### config.mk
export PLATFORM = sky130hd
export DESIGN_NAME = score_keeper
export DESIGN_NICKNAME = d
export VERILOG_FILES = /design/src/rtl/score_keeper.sv
export SDC_FILE = /design/constraint.sdc
export NUM_CORES = 1
export LEC_CHECK = 0
export CAP_MARGIN = 20
export CORE_MARGIN = 10
export CORE_UTILIZATION = 50
export CTS_BUF_LIST = sky130_fd_sc_hd__clkbuf_8
export CTS_CLUSTER_SIZE = 30
export DETAILED_ROUTE_END_ITERATION = 16
export PLACE_DENSITY = 0.78
export SKIP_LAST_GASP = 1
export SLEW_MARGIN = 0
export SYNTH_ARGS = -nofsm -noshare
export SYNTH_HDL_FRONTEND = slang
export SYNTH_SLANG_ARGS = --single-unit
### constraint.sdc
create_clock -name clk -period 5.7 [get_ports clk]
set_clock_uncertainty 0.15 [all_clocks]
set_input_delay 1.425 -clock clk [delete_from_list [all_inputs] [get_ports clk]]
set_output_delay 1.425 -clock clk [all_outputs]
set_load 0.05 [all_outputs]
### src/rtl/score_keeper.sv
`timescale 1ns/1ps
// score_keeper: collects per-lane hit/miss pulses and keeps score, combo streak and
// multiplier. The binary score is converted to packed BCD by an iterative double-dabble
// converter. Optional feature: define SCORE_HIGH_EN to keep a best-score register
// that is shown on high_bcd; when it is undefined, high_bcd is tied to 0.
//
// Handshake note: hit_pulse/miss_pulse are fire-and-forget one-cycle pulses with no
// ready. Each pulse is latched into a per-lane pending bit and serviced later.
// bcd_busy is a status level, not a handshake; score_bcd holds its value until a
// conversion completes.
module score_keeper #(
    parameter int NUM_LANES   = 4,
    parameter int SCORE_W     = 14,
    parameter int BASE_POINTS = 10,
    parameter int COMBO_STEP  = 8,
    parameter int MAX_MULT    = 4
) (
    input  logic                 clk,
    input  logic                 resetbtn_n,
    input  logic                 game_start,
    input  logic                 game_active,
    input  logic [NUM_LANES-1:0] hit_pulse,
    input  logic [NUM_LANES-1:0] miss_pulse,
    output logic [15:0]          score_bcd,
    output logic [7:0]           combo,
    output logic [2:0]           multiplier,
    output logic                 bcd_busy,
    output logic [15:0]          high_bcd,
    output logic                 dbg_state_o,
    output logic                 dbg_cv_state_o
);

    localparam int                SW1         = SCORE_W + 1;
    localparam int                CNT_W       = $clog2(SCORE_W + 1);
    localparam logic [SW1-1:0]    SCORE_MAX   = SW1'(9999);
    localparam logic [SCORE_W-1:0] SCORE_MAX_S = SCORE_W'(9999);
    localparam logic [SW1-1:0]    BASE_C      = SW1'(BASE_POINTS);
    localparam logic [CNT_W-1:0]  CNT_LAST    = CNT_W'(SCORE_W - 1);
    localparam logic [7:0]        STEP_C      = 8'(COMBO_STEP);
    localparam logic [7:0]        MSTEP_CAP   = 8'(MAX_MULT - 1);
    localparam logic [2:0]        MULT_MAX    = 3'(MAX_MULT);

    typedef enum logic {S_IDLE = 1'b0, S_PLAY = 1'b1} state_e;
    typedef enum logic {CV_IDLE = 1'b0, CV_SHIFT = 1'b1} cv_e;

    // Round control.
    state_e               state_q, state_d;
    logic                 clear_round, leave_play, run;

    // Pending events and the service pick.
    logic [NUM_LANES-1:0] pend_hit_q, pend_hit_d, pend_miss_q, pend_miss_d;
    logic [NUM_LANES-1:0] pend_any, svc_mask;
    logic                 svc_miss;

    // Score state.
    logic [SCORE_W-1:0]   score_q, score_d;
    logic [7:0]           combo_q, combo_d, combo_inc, mstep;
    logic [2:0]           mult_q, mult_d, mult_new;
    logic [SW1-1:0]       sum;

    // BCD converter.
    cv_e                  cv_q, cv_d;
    logic [SCORE_W-1:0]   shift_q, shift_d;
    logic [15:0]          acc_q, acc_d, cv_adj, cv_step;
    logic [CNT_W-1:0]     cnt_q, cnt_d;
    logic                 src_q, src_d;          // 0: score, 1: high score
    logic                 score_pend_q, score_pend_d;
    logic [15:0]          score_bcd_q, score_bcd_d;
    logic                 cv_done, load_score, load_high;
    logic                 high_pend_w;
    logic [SCORE_W-1:0]   high_val_w;

    // Add 3 to every BCD digit that is 5 or more, before the next shift.
    function automatic logic [15:0] dd_adjust(input logic [15:0] v);
        logic [15:0] r;
        r = v;
        for (int i = 0; i < 4; i++) begin
            if (v[4*i +: 4] >= 4'd5) r[4*i +: 4] = v[4*i +: 4] + 4'd3;
        end
        return r;
    endfunction

    // Round FSM: game_start (re)starts a round, and dropping game_active ends it.
    always_comb begin
        state_d     = state_q;
        clear_round = 1'b0;
        leave_play  = 1'b0;
        run         = 1'b0;
        case (state_q)
            S_IDLE: begin
                if (game_start) begin
                    state_d     = S_PLAY;
                    clear_round = 1'b1;
                end
            end
            S_PLAY: begin
                if (game_start) begin
                    clear_round = 1'b1;
                end else if (!game_active) begin
                    state_d    = S_IDLE;
                    leave_play = 1'b1;
                end else begin
                    run = 1'b1;
                end
            end
            default: state_d = S_IDLE;
        endcase
    end

    // Lowest lane with any pending event is serviced; a miss on that lane wins.
    assign pend_any = pend_hit_q | pend_miss_q;
    assign svc_mask = pend_any & (~pend_any + NUM_LANES'(1));
    assign svc_miss = |(pend_miss_q & svc_mask);

    // Hit arithmetic uses the multiplier value from before this hit.
    assign sum       = {1'b0, score_q} + BASE_C * SW1'(mult_q);
    assign combo_inc = (combo_q == 8'hFF) ? combo_q : combo_q + 8'd1;
    assign mstep     = combo_inc / STEP_C;
    assign mult_new  = (mstep >= MSTEP_CAP) ? MULT_MAX : 3'(mstep + 8'd1);

    // Score, combo, multiplier and pending-event next state.
    always_comb begin
        score_d     = score_q;
        combo_d     = combo_q;
        mult_d      = mult_q;
        pend_hit_d  = pend_hit_q;
        pend_miss_d = pend_miss_q;
        if (clear_round) begin
            score_d     = '0;
            combo_d     = '0;
            mult_d      = 3'd1;
            pend_hit_d  = '0;
            pend_miss_d = '0;
        end else if (run) begin
            if (|pend_any) begin
                if (svc_miss) begin
                    combo_d = '0;
                    mult_d  = 3'd1;
                end else begin
                    score_d = (sum > SCORE_MAX) ? SCORE_MAX_S : sum[SCORE_W-1:0];
                    combo_d = combo_inc;
                    mult_d  = mult_new;
                end
            end
            // A new pulse on the serviced lane is kept: set beats clear.
            pend_hit_d  = (pend_hit_q & ~svc_mask) | hit_pulse;
            pend_miss_d = (pend_miss_q & ~svc_mask) | miss_pulse;
        end else begin
            pend_hit_d  = '0;
            pend_miss_d = '0;
        end
    end

    // One double-dabble step per busy cycle.
    assign cv_adj  = dd_adjust(acc_q);
    assign cv_step = {cv_adj[14:0], shift_q[SCORE_W-1]};
    assign cv_done = (cv_q == CV_SHIFT) && (cnt_q == CNT_LAST);

    // Converter FSM. The score has priority over the high score. A score change
    // during a score conversion discards that result and restarts immediately.
    always_comb begin
        cv_d       = cv_q;
        shift_d    = shift_q;
        acc_d      = acc_q;
        cnt_d      = cnt_q;
        src_d      = src_q;
        load_score = 1'b0;
        load_high  = 1'b0;
        case (cv_q)
            CV_IDLE: begin
                if (score_pend_q)     load_score = 1'b1;
                else if (high_pend_w) load_high  = 1'b1;
            end
            CV_SHIFT: begin
                acc_d   = cv_step;
                shift_d = shift_q << 1;
                cnt_d   = cnt_q + CNT_W'(1);
                if (cv_done) begin
                    cv_d = CV_IDLE;
                    if (!src_q && score_pend_q) load_score = 1'b1;
                end
            end
            default: cv_d = CV_IDLE;
        endcase
        if (load_score) begin
            cv_d    = CV_SHIFT;
            shift_d = score_q;
            acc_d   = '0;
            cnt_d   = '0;
            src_d   = 1'b0;
        end else if (load_high) begin
            cv_d    = CV_SHIFT;
            shift_d = high_val_w;
            acc_d   = '0;
            cnt_d   = '0;
            src_d   = 1'b1;
        end
    end

    assign score_pend_d = (score_d != score_q) | (score_pend_q & ~load_score);
    assign score_bcd_d  = (cv_done && !src_q && !score_pend_q) ? cv_step : score_bcd_q;

    // State registers for the round, the score and the converter.
    always_ff @(posedge clk or negedge resetbtn_n) begin
        if (!resetbtn_n) begin
            state_q      <= S_IDLE;
            pend_hit_q   <= '0;
            pend_miss_q  <= '0;
            score_q      <= '0;
            combo_q      <= '0;
            mult_q       <= 3'd1;
            cv_q         <= CV_IDLE;
            shift_q      <= '0;
            acc_q        <= '0;
            cnt_q        <= '0;
            src_q        <= 1'b0;
            score_pend_q <= 1'b0;
            score_bcd_q  <= '0;
        end else begin
            state_q      <= state_d;
            pend_hit_q   <= pend_hit_d;
            pend_miss_q  <= pend_miss_d;
            score_q      <= score_d;
            combo_q      <= combo_d;
            mult_q       <= mult_d;
            cv_q         <= cv_d;
            shift_q      <= shift_d;
            acc_q        <= acc_d;
            cnt_q        <= cnt_d;
            src_q        <= src_d;
            score_pend_q <= score_pend_d;
            score_bcd_q  <= score_bcd_d;
        end
    end

`ifdef SCORE_HIGH_EN
    logic [SCORE_W-1:0] high_q;
    logic               high_pend_q, high_pend_d, high_up;
    logic [15:0]        high_bcd_q;

    assign high_up     = leave_play && (score_q > high_q);
    assign high_pend_d = high_up | (high_pend_q & ~load_high);

    // Best score is captured when a round ends and is cleared only by reset.
    always_ff @(posedge clk or negedge resetbtn_n) begin
        if (!resetbtn_n) begin
            high_q      <= '0;
            high_pend_q <= 1'b0;
            high_bcd_q  <= '0;
        end else begin
            if (high_up) high_q <= score_q;
            high_pend_q <= high_pend_d;
            if (cv_done && src_q && !high_pend_q) high_bcd_q <= cv_step;
        end
    end

    assign high_pend_w = high_pend_q;
    assign high_val_w  = high_q;
    assign high_bcd    = high_bcd_q;
`else
    assign high_pend_w = 1'b0;
    assign high_val_w  = '0;
    assign high_bcd    = 16'h0000;
`endif

    assign score_bcd      = score_bcd_q;
    assign combo          = combo_q;
    assign multiplier     = mult_q;
    assign bcd_busy       = (cv_q == CV_SHIFT);
    assign dbg_state_o    = state_q;
    assign dbg_cv_state_o = cv_q;

endmodule

==> run metrics, run 1 <==
Placer Congestion 0.911; Core Area 9820 sq um; min cycle time layout 4.68 ns; FF+latch count, synth 86; Via density 5.92; status completed; Syn Inst Count 581; Netlist Area Pre-Place 5070 sq um; CP arrival 4.77 ns; total congestion overflow 0; placement-stage cell area 5460 sq um; crit path max fanout 20; initial antenna violation count 0; Power per Cell Area 396 nW/um^2; GRT Overall Usage 17.3%; met2 global-route usage 29.0%; area fraction in compound gates after synthesis 22.2%; Post-DP HPWL 9090 um; routed len/inst 17.0 um; TritonRoute pass-1 iters 5; Die Y 121 um; first-pass GRT wire length 21100 um; Post-synth EDFFs 0; top cells by area, synth dfrtp_1 42%, ha_1 5.2%, nand2_1 4.9%, o21ai_0 4.8%, nor2_1 4.8%; Max clock buf depth 2; CTS Hold Bufs 0; top cell family by delay on the critical path compound AO/OA/AOI/OAI gates; register area share after synthesis 42.5%; most frequent cells in the layout 85 x dfrtp_1, 66 x nand2_1, 65 x nor2_1, 49 x o21ai_0, 43 x a21oi_1; CP Capture Type register; share of layout cells above drive strength 1 7.05%; post-route ant nets 0; grt met1 use 20.9%; post-CTS sizing 0; Post-Synth Adder-Cell Area 5.57%; worst vdd ir 0.211 mV; fmax 214 MHz; worst path buffer plus inverter count 2; clock insertion delay at the later pin of the skew report 0.37 ns; via count 4395; dominant cell type by area after synthesis dfrtp_1; Finished Cell Area 5710 sq um; Critical Path Max Stage Delay 0.67 ns; critical path type in2reg; leading cell type in the layout, fill and taps excluded dfrtp_1; post-CTS setup repair buffer count 0; Die Wd 121 um; crit share post-route 82.0%; hold slack 0.334 ns; top_reg_cell synth dfrtp_1; CP Launch Type primary input; vias in the first global route 4328; Max stage delay cell, worst path clkdlybuf4s50_1; Inserted Diodes 0; Nets 639; xor/xnor share of the synthesized area 2.94%; clock sinks 86; H-tree Lvls 3; # IOs 58; clk root buf clkbuf_8; RSZ-0062 raised after global routing no; Starting Density 51.7%; mux cell area share after synthesis 0.839%; Slew @ Worst Pin 0.982 ns; # rows 36; Ys Warns 0; met3 Usage GRT 5.44%; Mean Syn Cell Area 8.73 sq um; CTS tree done; full die area 14600 sq um; filler instances 890; post-synth cell types 69; Synth top area share 41.9%; leakage power figure 2.53 nW; DRC errors left 0; Final setup viols 0; Final Max Tran Viols 0; main combinational cell family by area after synthesis compound AO/OA/AOI/OAI gates; Starting DRT DRC Count 521; largest net degree at the start of global routing 87; worst rel slew slack 34.4%; CP Data Required Time 5.79 ns; Area growth, synth to finish 12.6%; crit-path cells clkdlybuf4s50_1 > clkinv_1 > nand3_1 > a211o_1 > o21ai_0 > a221oi_1 > o41a_1 > o211ai_1 > or4_1; TritonCTS Buffers 9; Max Cap Viol 0; busiest grt layer met2; number of port buffers 41; Hold Vio Cnt, Final 0; Simple-Gate Fraction of Synth Area 18.9%; Setup TNS 0 ns; Min-Delay Path Class reg2reg; CTS clk-pin slew, worst paths 0.10 ns; ys async rst share 100%; final wirelength 12600 um
[power breakdown]
group | total [mW] | internal (mW) | switching (mW)
registers | 0.902 | 0.771 | 0.131
logic | 0.870 | 0.321 | 0.549
clock network | 0.492 | 0.253 | 0.239
total | 2.26 | 1.35 | 0.918
[cell usage after synthesis (4+ instances only)]
cell / n
o21ai_0: 49
inv_1: 24
a21oi_1: 43
nor2_1: 65
and3_1: 4
clkbuf_1: 21
dfrtp_1: 85
ha_1: 21
o22ai_1: 20
nand3_1: 15
nor3b_1: 4
nand2_1: 66
xor2_1: 6
a32o_1: 4
a211oi_1: 4
buf_2: 4
buf_4: 19
o31ai_1: 6
nor3_1: 13
or3b_2: 5
nor2b_1: 6
a31oi_1: 13
xnor2_1: 11
nand2b_1: 6
[layout make-up]
cell class / instances / area [sq um] / share of cell area (%)
Sequential cell: 86 / 2150 / 37.7
Inverter: 25 / 93.8 / 1.64
Clock inverter: 7 / 103 / 1.80
Multi-Input combinational cell: 439 / 2620 / 45.9
Tap cell: 133 / 166 / 2.91
Timing Repair Buffer: 44 / 450 / 7.88
Clock buffer: 9 / 124 / 2.17
[final timing paths]
path / endpoint / from / cells after the start / slack [ns]
setup / recovery: score_pend_q$_DFF_PN0_ / game_start / 9 / 1.02
hold / removal: score_bcd[1]$_DFFE_PN0P_ / score_bcd[1]$_DFFE_PN0P_ / 2 / 0.33
setup reg to reg: score_pend_q$_DFF_PN0_ / multiplier[0]$_DFFE_PN1P_ / 13 / 1.21
hold reg to reg: score_bcd[1]$_DFFE_PN0P_ / score_bcd[1]$_DFFE_PN0P_ / 2 / 0.33
max in group asynchronous: multiplier[0]$_DFFE_PN1P_ / resetbtn_n / 2 / 3.96
min in group asynchronous: score_q[10]$_DFF_PN0_ / resetbtn_n / 1 / 0.79
[kinds of logic (layout without fill, tap and decap cells)]
logic type | after synthesis | after routing
adders and majority gates | 22 | 22
muxes | 4 | 4
buffers and inverters | 71 | 85
DFF | 86 | 86
AOI/OAI and AO/OA | 174 | 174
other | 1 | 16
and+or+nand+nor | 206 | 206
xor gates and xnor gates | 17 | 17
[flip-flops by register name, indices dropped and copies added (netlist names)]
register and flops:
shift_q 14, combo 8, acc_q 16, multiplier 3
bcd_busy 1, pend_hit_q 4, cnt_q 4, score_pend_q 1
score_bcd 16, pend_miss_q 4, dbg_state_o 1, score_q 14
[worst min-delay path, delay by kind of cell, from the launching register on]
kind          cells  cell delay (ns)
flops             1             0.35
simple gates      2             0.10
[layer usage]
layer / vias to the layer above / share of wire [%]
li1: 2086 / -
met2: 170 / 49
met5: - / 0
met4: 0 / 1.7
met3: 22 / 7.7
met1: 2117 / 42
[per-stage QoR]
stage / setup slack [ns] / total power [mW] / cells / util (%)
after floorplan: 1.47 / 1.52 / 596 / -
after global placement: 0.852 / 1.72 / 726 / 55.6
after detailed placement: 0.787 / 1.77 / 726 / 55.6
after CTS: 1.15 / 2.27 / 742 / 57.9
after global routing: 0.800 / 2.41 / 743 / 58.2
final: 1.02 / 2.26 / 743 / 58.2
(Power assumes the default switching activity.)
==> run 2, diff against run 1 <==
Clock period 5.7 ns to 4.7 ns, I/O delays scaled along.
==> run 2 against run 1 <==
Against the previous run:
- clock-buffer cell count is 1 higher
- core utilization is 0.19 points lower
- combinational power is 20% higher
- via count is 0.48% lower
- hold slack worse by 0.0068 ns
- setup slack worse by 0.76 ns
- register-to-register slack worse by 0.95 ns
- global-route usage is 0.40 points lower
- sequential share of layout area is 0.12 points higher
- power is 16% higher
- critical path type is now reg2reg
- critical endpoint unchanged
- highest routed layer unchanged
==> run metrics, run 2 (synthesized netlist as in run 1, its figures left out) <==
CP Launch Type register; Core Area 9820 sq um; CTS Hold Bufs 0; via count 4374; cell with the most instances on the worst path ha_1; leading cell type in the layout, fill and taps excluded dfrtp_1; worst rel slew slack 33.8%; routed len/inst 16.3 um; post-CTS sizing 0; critical path type reg2reg; number of port buffers 41; clock sinks 86; Slew @ Worst Pin 0.991 ns; leakage power figure 2.52 nW; Inserted Diodes 0; Nets 644; top cell family by delay on the critical path simple AND/OR/NAND/NOR gates; Area growth, synth to finish 12.3%; # IOs 58; TritonCTS Buffers 9; Setup TNS 0 ns; Die Y 121 um; Hold Vio Cnt, Final 0; RSZ-0062 raised after global routing no; Starting Density 51.7%; fin worst setup slack 0.260 ns; crit path max fanout 14; Crit Reg-Reg Startpoint multiplier[0]$_DFFE_PN1P_; Storage cell area 2150 sq um; Final Non-Filler Cells 748; vias in the first global route 4321; Max stage delay cell, worst path dfstp_2; Max clock buf depth 2; Worst Setup SP multiplier[0]$_DFFE_PN1P_; Power per Cell Area 461 nW/um^2; Starting DRT DRC Count 283; initial antenna violation count 0; multi-input logic area 2620 sq um; total congestion overflow 0; CTS tree done; status completed; CP arrival 4.52 ns; CTS clk-pin slew, worst paths 0.10 ns; GRT Overall Usage 16.9%; worst path buffer plus inverter count 0; CP Data Required Time 4.78 ns; crit share post-route 94.5%; R2R cell count 13; clk root buf clkbuf_8; most frequent cells in the layout 85 x dfrtp_1, 66 x nand2_1, 65 x nor2_1, 49 x o21ai_0, 43 x a21oi_1; min cycle time layout 4.44 ns; Min-Delay Path Class reg2reg; Place WS 0.352 ns; Via density 5.85; post-CTS setup repair buffer count 0; hold_sp score_bcd[1]$_DFFE_PN0P_; worst vdd ir 0.273 mV; DRC errors left 0; critical path depth 13; final wirelength 12200 um; TritonRoute pass-1 iters 5; DP Cell Count 732; H-tree Lvls 3; Die Wd 121 um; Placer Congestion 0.971; Final setup viols 0; post-route ant nets 0; R2R Setup Slk 0.26 ns; crit-path cells ha_1 > ha_1 > ha_1 > ha_1 > a21o_1 > a21oi_2 > nand2_1 > mux2i_1 > or4b_1 > o22ai_2 > mux2i_1 > o211ai_1 > or4_1; CP Capture Type register; filler instances 892; share of layout cells above drive strength 1 7.80%; Critical Path Max Stage Delay 0.57 ns; full die area 14600 sq um; clock insertion delay at the later pin of the skew report 0.36 ns; CP Capture Point score_pend_q$_DFF_PN0_; Final Max Tran Viols 0; Max Cap Viol 0; first-pass GRT wire length 20900 um; R2R Path End score_pend_q$_DFF_PN0_; largest net degree at the start of global routing 55; final core occ 58.0%; Post-DP HPWL 8990 um; # rows 36; fmax 225 MHz
## run 2: cell types whose count changed in the layout (fill, tap and decap cells not counted), sizes merged
cell,previous run,this run
buf,4,9
bufinv,2,0
clkbuf,9,10
clkinvlp,0,2
inv,27,26
## run 2: worst min path at each step
stage	to	slack [ns]	cells after the start
after floorplan	score_bcd[0]$_DFFE_PN0P_	0.31	2
after global placement	score_bcd[1]$_DFFE_PN0P_	0.31	2
after detailed placement	score_bcd[1]$_DFFE_PN0P_	0.31	2
after CTS	score_bcd[1]$_DFFE_PN0P_	0.33	2
after global routing	multiplier[0]$_DFFE_PN1P_	0.36	2
final	score_bcd[1]$_DFFE_PN0P_	0.33	2
## run 2: per-stage QoR
step	total power, mW	hold WS (ns)	area (sq um)
after floorplan	1.84	0.311	5130
after global placement	2.09	0.310	5500
after detailed placement	2.14	0.312	5500
after CTS	2.64	0.335	5690
after global routing	2.81	0.364	5690
final	2.63	0.327	5690
## run 2: area by class of cell
| type | instances | share of cell area, % |
|---|---|---|
| well taps | 133 | 2.92 |
| clock inverters | 6 | 0.923 |
| inverters | 25 | 1.65 |
| multi-input cells | 439 | 46.1 |
| clock buffers | 10 | 2.42 |
| repair buffers | 49 | 8.22 |
| flip-flops and latches | 86 | 37.8 |
## run 2: power by group
part | switching (mW) | internal [mW] | leakage (nW)
registers | 0.150 | 0.935 | 1.13
clock network | 0.290 | 0.214 | 0.0910
logic | 0.651 | 0.387 | 1.30
## run 2: worst reg2reg max path, delay by kind of cell, from the launching register on
| kind | cells | cell delay (ns) |
|---|---|---|
| flops | 1 | 0.57 |
| simple gates | 3 | 1.23 |
| mux | 2 | 0.43 |
| fa+ha+maj | 4 | 0.89 |
| compound gates | 4 | 1.07 |
## run 2: per-layer routing
layer / up-vias / track usage (%) / share of wire (%)
li1: 2100 / - / -
met1: 2099 / 21.5 / 43
met2: 155 / 27.5 / 48
met3: 20 / 4.33 / 7.4
met4: 0 / 5.43 / 1.6
met5: - / 0 / 0
